File: src/rtl/pe_array_2d.sv
// pe_array_2d: NxN grid of PEs (A, B, signed saturating accumulator) sequenced by an ack handshake.
// Define PE_ARRAY_WRAP_EN for circular image shifts; the default build zero-fills.
module pe_array_2d #(
  parameter int unsigned ARRAY_SIZE_1D    = 2,
  parameter int unsigned EXTENSION_AMOUNT = 4,
  parameter int unsigned long_shift_amount = 4,
  parameter int unsigned PRECISION        = 8,
  parameter int unsigned OUTPUT_PRECISION = 32
) (
  input  logic CLK,
  input  logic reset,
  input  logic array_ack,
  input  logic [2:0] command_to_execute,
  input  logic image_to_shift,
  input  logic [ARRAY_SIZE_1D-1:0][ARRAY_SIZE_1D-1:0][PRECISION-1:0]        a_overwrite,
  input  logic [ARRAY_SIZE_1D-1:0][ARRAY_SIZE_1D-1:0][PRECISION-1:0]        b_overwrite,
  input  logic [ARRAY_SIZE_1D-1:0][ARRAY_SIZE_1D-1:0][OUTPUT_PRECISION-1:0] s_out_overwrite_array,
  output logic ready,
  output logic [ARRAY_SIZE_1D-1:0][ARRAY_SIZE_1D-1:0][PRECISION-1:0]        A_array,
  output logic [ARRAY_SIZE_1D-1:0][ARRAY_SIZE_1D-1:0][PRECISION-1:0]        B_array,
  output logic [ARRAY_SIZE_1D-1:0][ARRAY_SIZE_1D-1:0][OUTPUT_PRECISION-1:0] s_out_array
);

  localparam int unsigned N     = ARRAY_SIZE_1D;
  localparam int unsigned P     = PRECISION;
  localparam int unsigned OW    = OUTPUT_PRECISION;
  localparam int unsigned SAT_W = 2 * PRECISION + EXTENSION_AMOUNT;
  localparam int unsigned SUM_W = OUTPUT_PRECISION + 1;
  localparam int unsigned CNT_W = (long_shift_amount > 1) ? $clog2(long_shift_amount) : 1;

`ifdef PE_ARRAY_WRAP_EN
  localparam bit WRAP = 1'b1;
`else
  localparam bit WRAP = 1'b0;
`endif

  if (OUTPUT_PRECISION < 2 * PRECISION + EXTENSION_AMOUNT) begin : g_bad_output_width
    $error("pe_array_2d: OUTPUT_PRECISION narrower than the saturating accumulator width");
  end
  if (long_shift_amount < 1) begin : g_bad_long_shift
    $error("pe_array_2d: long_shift_amount must be at least 1");
  end

  // Saturation bounds of the SAT_W-bit signed range, held in the wider sum format
  localparam logic signed [SUM_W-1:0] SAT_MAX = {{(SUM_W - SAT_W + 1){1'b0}}, {(SAT_W - 1){1'b1}}};
  localparam logic signed [SUM_W-1:0] SAT_MIN = ~SAT_MAX;

  typedef logic [N-1:0][N-1:0][P-1:0] img_t;

  typedef enum logic [1:0] {IDLE, ARMED, EXEC, DONE} state_t;
  typedef enum logic [2:0] {
    OP_NOP, OP_MAC, OP_SHR, OP_SHD, OP_LSHR, OP_LOAD, OP_LDACC, OP_CLR
  } op_t;

  state_t            state, state_n;
  op_t               cmd_q;
  logic              img_q;
  logic [CNT_W-1:0]  cnt, cnt_n;
  logic              take;

  function automatic img_t shift_right(input img_t x);
    img_t y;
    for (int r = 0; r < N; r++) begin
      for (int c = 0; c < N; c++) begin
        if (c == 0) y[r][c] = WRAP ? x[r][N-1] : '0;
        else        y[r][c] = x[r][c-1];
      end
    end
    return y;
  endfunction

  function automatic img_t shift_down(input img_t x);
    img_t y;
    for (int r = 0; r < N; r++) begin
      for (int c = 0; c < N; c++) begin
        if (r == 0) y[r][c] = WRAP ? x[N-1][c] : '0;
        else        y[r][c] = x[r-1][c];
      end
    end
    return y;
  endfunction

  function automatic logic [OW-1:0] mac_sat(input logic signed [OW-1:0] acc,
                                            input logic signed [P-1:0]  a,
                                            input logic signed [P-1:0]  b);
    logic signed [2*P-1:0]   prod;
    logic signed [SUM_W-1:0] sum;
    prod = (2*P)'(a) * (2*P)'(b);
    sum  = SUM_W'(acc) + SUM_W'(prod);
    if (sum > SAT_MAX)      return OW'(SAT_MAX);
    else if (sum < SAT_MIN) return OW'(SAT_MIN);
    else                    return OW'(sum);
  endfunction

  // Control state register; ready tracks the upcoming IDLE state so it is a flop output
  always_ff @(posedge CLK) begin
    if (reset) begin
      state <= IDLE;
      cnt   <= '0;
      ready <= 1'b1;
      cmd_q <= OP_NOP;
      img_q <= 1'b0;
    end else begin
      state <= state_n;
      cnt   <= cnt_n;
      ready <= (state_n == IDLE);
      if (take) begin
        cmd_q <= op_t'(command_to_execute);
        img_q <= image_to_shift;
      end
    end
  end

  // Next-state: long shift stays in EXEC for long_shift_amount steps
  always_comb begin
    state_n = state;
    cnt_n   = cnt;
    take    = 1'b0;
    case (state)
      IDLE:  if (array_ack) state_n = ARMED;
      ARMED: begin
        if (!array_ack) begin
          take    = 1'b1;
          cnt_n   = '0;
          state_n = EXEC;
        end
      end
      EXEC: begin
        if (cmd_q == OP_LSHR && cnt != CNT_W'(long_shift_amount - 1)) begin
          cnt_n = cnt + CNT_W'(1);
        end else begin
          cnt_n   = '0;
          state_n = DONE;
        end
      end
      DONE:    state_n = IDLE;
      default: state_n = IDLE;
    endcase
  end

  // PE datapath: one step per EXEC cycle
  always_ff @(posedge CLK) begin
    if (reset) begin
      A_array     <= '0;
      B_array     <= '0;
      s_out_array <= '0;
    end else if (state == EXEC) begin
      case (cmd_q)
        OP_MAC: begin
          for (int r = 0; r < N; r++) begin
            for (int c = 0; c < N; c++) begin
              s_out_array[r][c] <= mac_sat(s_out_array[r][c], A_array[r][c], B_array[r][c]);
            end
          end
        end
        OP_SHR, OP_LSHR: begin
          if (img_q) B_array <= shift_right(B_array);
          else       A_array <= shift_right(A_array);
        end
        OP_SHD: begin
          if (img_q) B_array <= shift_down(B_array);
          else       A_array <= shift_down(A_array);
        end
        OP_LOAD: begin
          A_array <= a_overwrite;
          B_array <= b_overwrite;
        end
        OP_LDACC: s_out_array <= s_out_overwrite_array;
        OP_CLR:   s_out_array <= '0;
        default: ;
      endcase
    end
  end

endmodule

File: config.mk
export PLATFORM = sky130hd
export DESIGN_NAME = pe_array_2d
export DESIGN_NICKNAME = d
export VERILOG_FILES = /design/src/rtl/pe_array_2d.sv
export SDC_FILE = /design/constraint.sdc
export NUM_CORES = 2
export LEC_CHECK = 0
export CAP_MARGIN = 20
export CELL_PAD_IN_SITES_DETAIL_PLACEMENT = 1
export CELL_PAD_IN_SITES_GLOBAL_PLACEMENT = 1
export CORE_UTILIZATION = 25
export CTS_CLUSTER_SIZE = 25
export DETAILED_ROUTE_END_ITERATION = 10
export HOLD_SLACK_MARGIN = 0.06
export PLACE_DENSITY = 0.6
export SETUP_SLACK_MARGIN = 0.1
export SLEW_MARGIN = 20
export SYNTH_ARGS = -nofsm -noshare
export SYNTH_HDL_FRONTEND = slang
export SYNTH_SLANG_ARGS = --single-unit
export TNS_END_PERCENT = 1
File: constraint.sdc
create_clock -name CLK -period 9.9 [get_ports CLK]
set_clock_uncertainty 0.05 [all_clocks]
set_input_delay 2.475 -clock CLK [delete_from_list [all_inputs] [get_ports CLK]]
set_output_delay 2.475 -clock CLK [all_outputs]
set_load 0.05 [all_outputs]
[Word level (Yosys, flattened, before mapping)]
Index checks and enable logic that the tools add are counted.
Operators by class
  reduce and logical (&&, ||, !) cells: 11
  multiplexer cells: 24
  equality and inequality tests: 16
  add/sub/neg operators: 5
  order comparisons: 8
  multiply operators: 4
Operators by type and width (count)
  2-to-1 mux 32 bit: 12
  one-hot mux 128 bit (3 select lines): 1
  one-hot mux 32 bit (3 select lines): 2
  adder 32 x 16 -> 33 bit: 4
  greater-than comparator 33 x 20 -> 1 bit, second input constant: 4
  less-than comparator 33 x 20 -> 1 bit, second input constant: 4
  multiplier 8 x 8 -> 16 bit: 4
  == test 3 bit, second input constant: 4
  inequality test 2 bit, second input constant: 6
  2-to-1 mux 2 bit: 5
  one-hot mux 2 bit (4 select lines): 1
  AND reduction 4 bit: 2
  == test 3 x 2 -> 1 bit, second input constant: 2
  nonzero test 3 bit: 2
  == test 2 bit, second input constant: 2
  logical NOT 2 bit: 2
  one-hot mux 2 bit (2 select lines): 1
  AND reduction 2 bit: 2
  == test 3 x 1 -> 1 bit, second input constant: 1
  adder 2 x 1 -> 2 bit, second input constant: 1
  == test 2 x 1 -> 1 bit, second input constant: 1
  2-to-1 mux 1 bit: 2
  nonzero test 2 bit: 1
  OR reduction 2 bit: 1
  logical AND 1 bit: 1
Storage, ports and cells
  register bits after elaboration: 201
  input port bits: 199

[Depth between registers and ports, before layout]
  word-level depth: 6
  gate-level depth with buffers: 25
  mapped depth without buffers: 22

[Worst setup path before layout]
No wires, ideal clock.
  path type: register -> register
  from: register B_array[8] in the netlist's numbering
  to: register s_out_array[48] in the netlist's numbering
  path slack: 1921 ps
  path buffers: 2
  data required time: 9734 ps
  arrival: 7813 ps
  cell stages (with the launch flop): 23
  cell sequence: dfxtp_1 > clkbuf_1 > and2_1 > inv_1 > fa_1 > inv_1 > fa_1 > fa_1 > fa_1 > fa_1 > ha_1 > a21o_1 > a21oi_1 > a21oi_2 > a41oi_1 > o31ai_1 > a41o_1 > a21oi_1 > mux2_1 > o311a_1 > o311ai_4 > buf_4 > nand2_1
Between the ends
  longest elaborated chain between the ends: 6
  elaborated cells on any way between the ends: 7
  those cells by class: add/sub: 1; mul: 1; order compare: 2; mux: 3
Ends and longest elaborated chain
  from (decl): line 20  | output logic [ARRAY_SIZE_1D-1:0][ARRAY_SIZE_1D-1:0][PRECISION-1:0] B_array,
  from (signal assigned): line 157  | if (img_q) B_array <= shift_right(B_array);
  from (signal assigned): line 161  | if (img_q) B_array <= shift_down(B_array);
  from (signal assigned): line 166  | B_array <= b_overwrite;
  multiplier 8 x 8 -> 16 bit (*): line 88  | prod = (2*P)'(a) * (2*P)'(b);
  adder 32 x 16 -> 33 bit (*): line 89  | sum = SUM_W'(acc) + SUM_W'(prod);
  less-than comparator 33 x 20 -> 1 bit: line 91  | else if (sum < SAT_MIN) return OW'(SAT_MIN);
  2-to-1 mux 32 bit: line 91
  2-to-1 mux 32 bit (*): line 90  | if (sum > SAT_MAX) return OW'(SAT_MAX);
  one-hot mux 128 bit (3 select lines) (*): line 148  | case (cmd_q)
  to (signal, indexed assignment): line 152  | s_out_array[r][c] <= mac_sat(s_out_array[r][c], A_array[r][c], B_array[r][c]);
  to (signal assigned): line 168  | OP_LDACC: s_out_array <= s_out_overwrite_array;
  to (decl): line 21  | output logic [ARRAY_SIZE_1D-1:0][ARRAY_SIZE_1D-1:0][OUTPUT_PRECISION-1:0] s_out_array
Every way passes the cells marked *; elsewhere a longest branch is shown, timed or not.
A chain may end at the register's enable or synchronous reset.

[Final worst setup path]
  from: register B_array[3] in the netlist's numbering
  to: register s_out_array[2] in the netlist's numbering
Same word-level chain as after synthesis.

==> out/summary.txt <==
Cell variety after synth: 96
Final worst slack: 1.596 ns
Die span in x: 357.7 µm
P per Cell Area: 57.61 nW/µm²
Number of enable flip-flop cells after synthesis: 0
Min-Delay Path Class: reg -> reg
Dpl cells: 5,283
Worst r2r dst: s_out_array[2]
CP endpoint kind: register
CTS tree: built
P_leak: 0.01847 µW
Reg2Reg Setup Slack: 1.60 ns
Mux cell area share after synthesis: 0.3283%
Post-CTS setup buffer count: 0
# IOs: 392
Final wirelength: 118,300 µm
CP startpoint kind: register
Async set-reset flop share out of synthesis: 0%
Simple-gate share of the synthesized area: 13.92%
Non-filler instance count after layout: 5,345
Register area: 4024 µm²
Clock Tree Buf Depth: 3
Post-layout minimum cycle time: 8.304 ns
Syn. warnings: 0
Core box area: 125,600 µm²
Slew Limit Fails: 0
Final TNS setup: 0 ns
Worst R2R Start: B_array[3]
Status: finished clean
Initial antenna violation count: 11
Port Buffers: 391
GP Congestion: 0.8577
Rows: 130
Sequential area share after synthesis: 12.72%
Worst slew margin: 28.67%
Gr ovfl total: 0
Largest family of logic cells by synthesized area: adder cells
Resize count post-CTS: 0
Max_cap viols: 0
Fin. Hold Viols: 0
Synth-to-Final Area Change: 21.05%
Dpl hpwl: 95,610 µm
VDD IR max: 0.1104 mV
Total GRT Usage: 18.63%
Share of layout cells above drive strength 1: 4.254%
Measured slew at the worst slew-check pin: 1.068 ns
CTS H-tree lvls: 1
Period utilization: 83.88%
Post-CTS Hold Buffers: 0
Post-place setup slack: 1.607 ns
Data required, critical path: 10.37 ns
Post-DR wirelength/cell: 22.13 µm
Vias per cell: 4.883
Die area: 128,000 µm²
Worst Path Max Fanout: 19
CTS Sinks: 201
Largest net degree at the start of global routing: 136
TritonCTS Buffers: 31
Number of register bits inferred by synthesis: 201
Cells after synthesis: 3,395
Via count: 26,100
DIE HEIGHT: 357.7 µm
# DRC: 0
Root Driver: clkbuf_16
Post-Syn Nets: 4,443
Worst path arrival time: 8.78 ns
First-pass GRT wire length: 181,300 µm
Area share of fa/ha/maj cells after synthesis: 46.87%
Net count, final: 4,715
Clock Pin Slew Worst Setup and Hold Paths: 0.06 ns
Most used DFF post-synth: dfxtp_1
DRT iter0 DRCs: 1,306
Max Clock Freq: 120.4 MHz
Vias in the first global route: 28,680
RSZ-0062 raised after global routing: no
Worst-skew pair later-pin latency: 0.63 ns
Mean area per synthesized cell: 9.317 µm²
Final antenna-violating net count: 0
Hold WS: 0.4601 ns
Critical path class: reg -> reg
Post-Synth XOR/XNOR Area: 3.489%
First-pass DRT Iterations: 5
Compound-cell area share of the yosys netlist: 15.43%
Layout Utilization: 30.49%
Hold Crit Start: A_array[29]
Final setup vio count: 0
Filler instances: 14,430
Critical Path Source: B_array[3]
Initial core utilization: 25.19%
R2R depth: 21
Area of the multi-input gates: 25,420 µm²
Worst setup path endpoint: s_out_array[2]
Syn Std Cell Area: 31,630 µm²
[flip-flops by register name, summed over array words and instances (netlist names)]
signal	flops
cmd_q	3
cnt	2
s_out_array	128
ready	1
A_array	32
state	2
img_q	1
B_array	32
[where the power goes]
part	switching (µW)	internal, µW	total, µW
clock	500	700	1200
sequential	9.44	813	823
combinational	87.2	96.4	184
[how the worst min path moves through the flow]
stage	end	cells after the start	slack (ns)
2_1_floorplan	img_q	2	0.43
3_3_place_gp	A_array[29]	2	0.44
3_5_place_dp	A_array[29]	2	0.46
4_1_cts	A_array[29]	2	0.47
5_1_grt	A_array[29]	2	0.50
6_report	A_array[29]	2	0.46
[metrics by stage]
stage / power (µW) / instance area (µm²)
6_report: 2206 / 38290
3_3_place_gp: 1025 / 37190
4_1_cts: 2256 / 38270
2_1_floorplan: 899.5 / 31630
3_5_place_dp: 1026 / 37220
5_1_grt: 2286 / 38290
[area by class of cell]
type / instances / share of cell area, %
Clock buffer: 38 / 2.173
Inverter: 396 / 3.882
Sequential cell: 201 / 10.51
Timing Repair Buffer: 431 / 11.05
Antenna cell: 4 / 0.02614
Tap cell: 1650 / 5.392
Clock inverter: 19 / 0.5751
Multi-Input combinational cell: 2606 / 66.40
[synth_stat cells, drive strengths merged, types with 42 or more instances]
| cell | n | share of area [%] |
|---|---|---|
| a211oi | 62 | 1.6 |
| a21o | 65 | 1.5 |
| a21oi | 211 | 3.4 |
| a221oi | 44 | 1.3 |
| and2 | 138 | 2.7 |
| clkbuf | 158 | 1.9 |
| dfxtp | 201 | 13 |
| fa | 560 | 35 |
| ha | 289 | 11 |
| inv | 392 | 4.7 |
| nand2 | 311 | 3.7 |
| nand3 | 78 | 1.2 |
| nor2 | 223 | 2.6 |
| nor3 | 56 | 0.89 |
| o21ai | 67 | 1.1 |
| xnor2 | 84 | 2.3 |
| xor2 | 42 | 1.2 |
[per-layer routing]
layer	GRT usage, %	vias up	part of all wire [%]
met2	31.17	543	47
met5	0	-	0.061
li1	-	11950	-
met4	3.055	10	1.4
met3	3.506	93	5.8
met1	25.23	13510	46
[critical path, stage by stage (launching register included)]
cell and delay, ns:
dfxtp_1 0.72, nand2_1 0.22, inv_1 0.13, fa_1 0.48, inv_1 0.23, fa_1 0.64, inv_1 0.77, fa_1 0.57
fa_1 0.49, ha_1 0.31, ha_1 0.39, a21oi_1 0.20, o221ai_1 0.22, a21o_1 0.24, a221oi_2 0.35, xnor2_1 0.20
nand2b_1 0.07, or4b_1 0.46, nor4_1 0.26, a21o_1 0.65, o22ai_1 0.22, a221oi_1 0.31
[cells by family after synthesis]
family	Yosys count
xor+xnor	126
flops	201
mux	10
compound gates	690
buf+inv	588
fa+ha+maj	849
simple gates	931
[layout by cell type (no fill, tap or decap), types with 10 or more instances in the layout]
master           instances
a211o_1                 23
a211oi_1                57
a21o_1                  65
a21oi_1                208
a221oi_1                41
a22oi_1                 28
a311oi_1                19
a31oi_1                 26
and2_1                 133
and3_1                  22
buf_4                   38
clkbuf_16               31
clkdlybuf4s50_1        390
dfxtp_1                201
fa_1                   560
ha_1                   289
inv_1                  392
nand2_1                311
nand2b_1                13
nand3_1                 78
nand4_1                 31
nor2_1                 220
nor3_1                  55
o211ai_1                18
o21a_1                  14
o21ai_0                 41
o21ai_1                 23
o21bai_1                20
o22ai_1                 13
o2bb2ai_1               12
o41ai_2                 10
xnor2_1                 83
xor2_1                  42
Power figures use the tool's default switching activity.
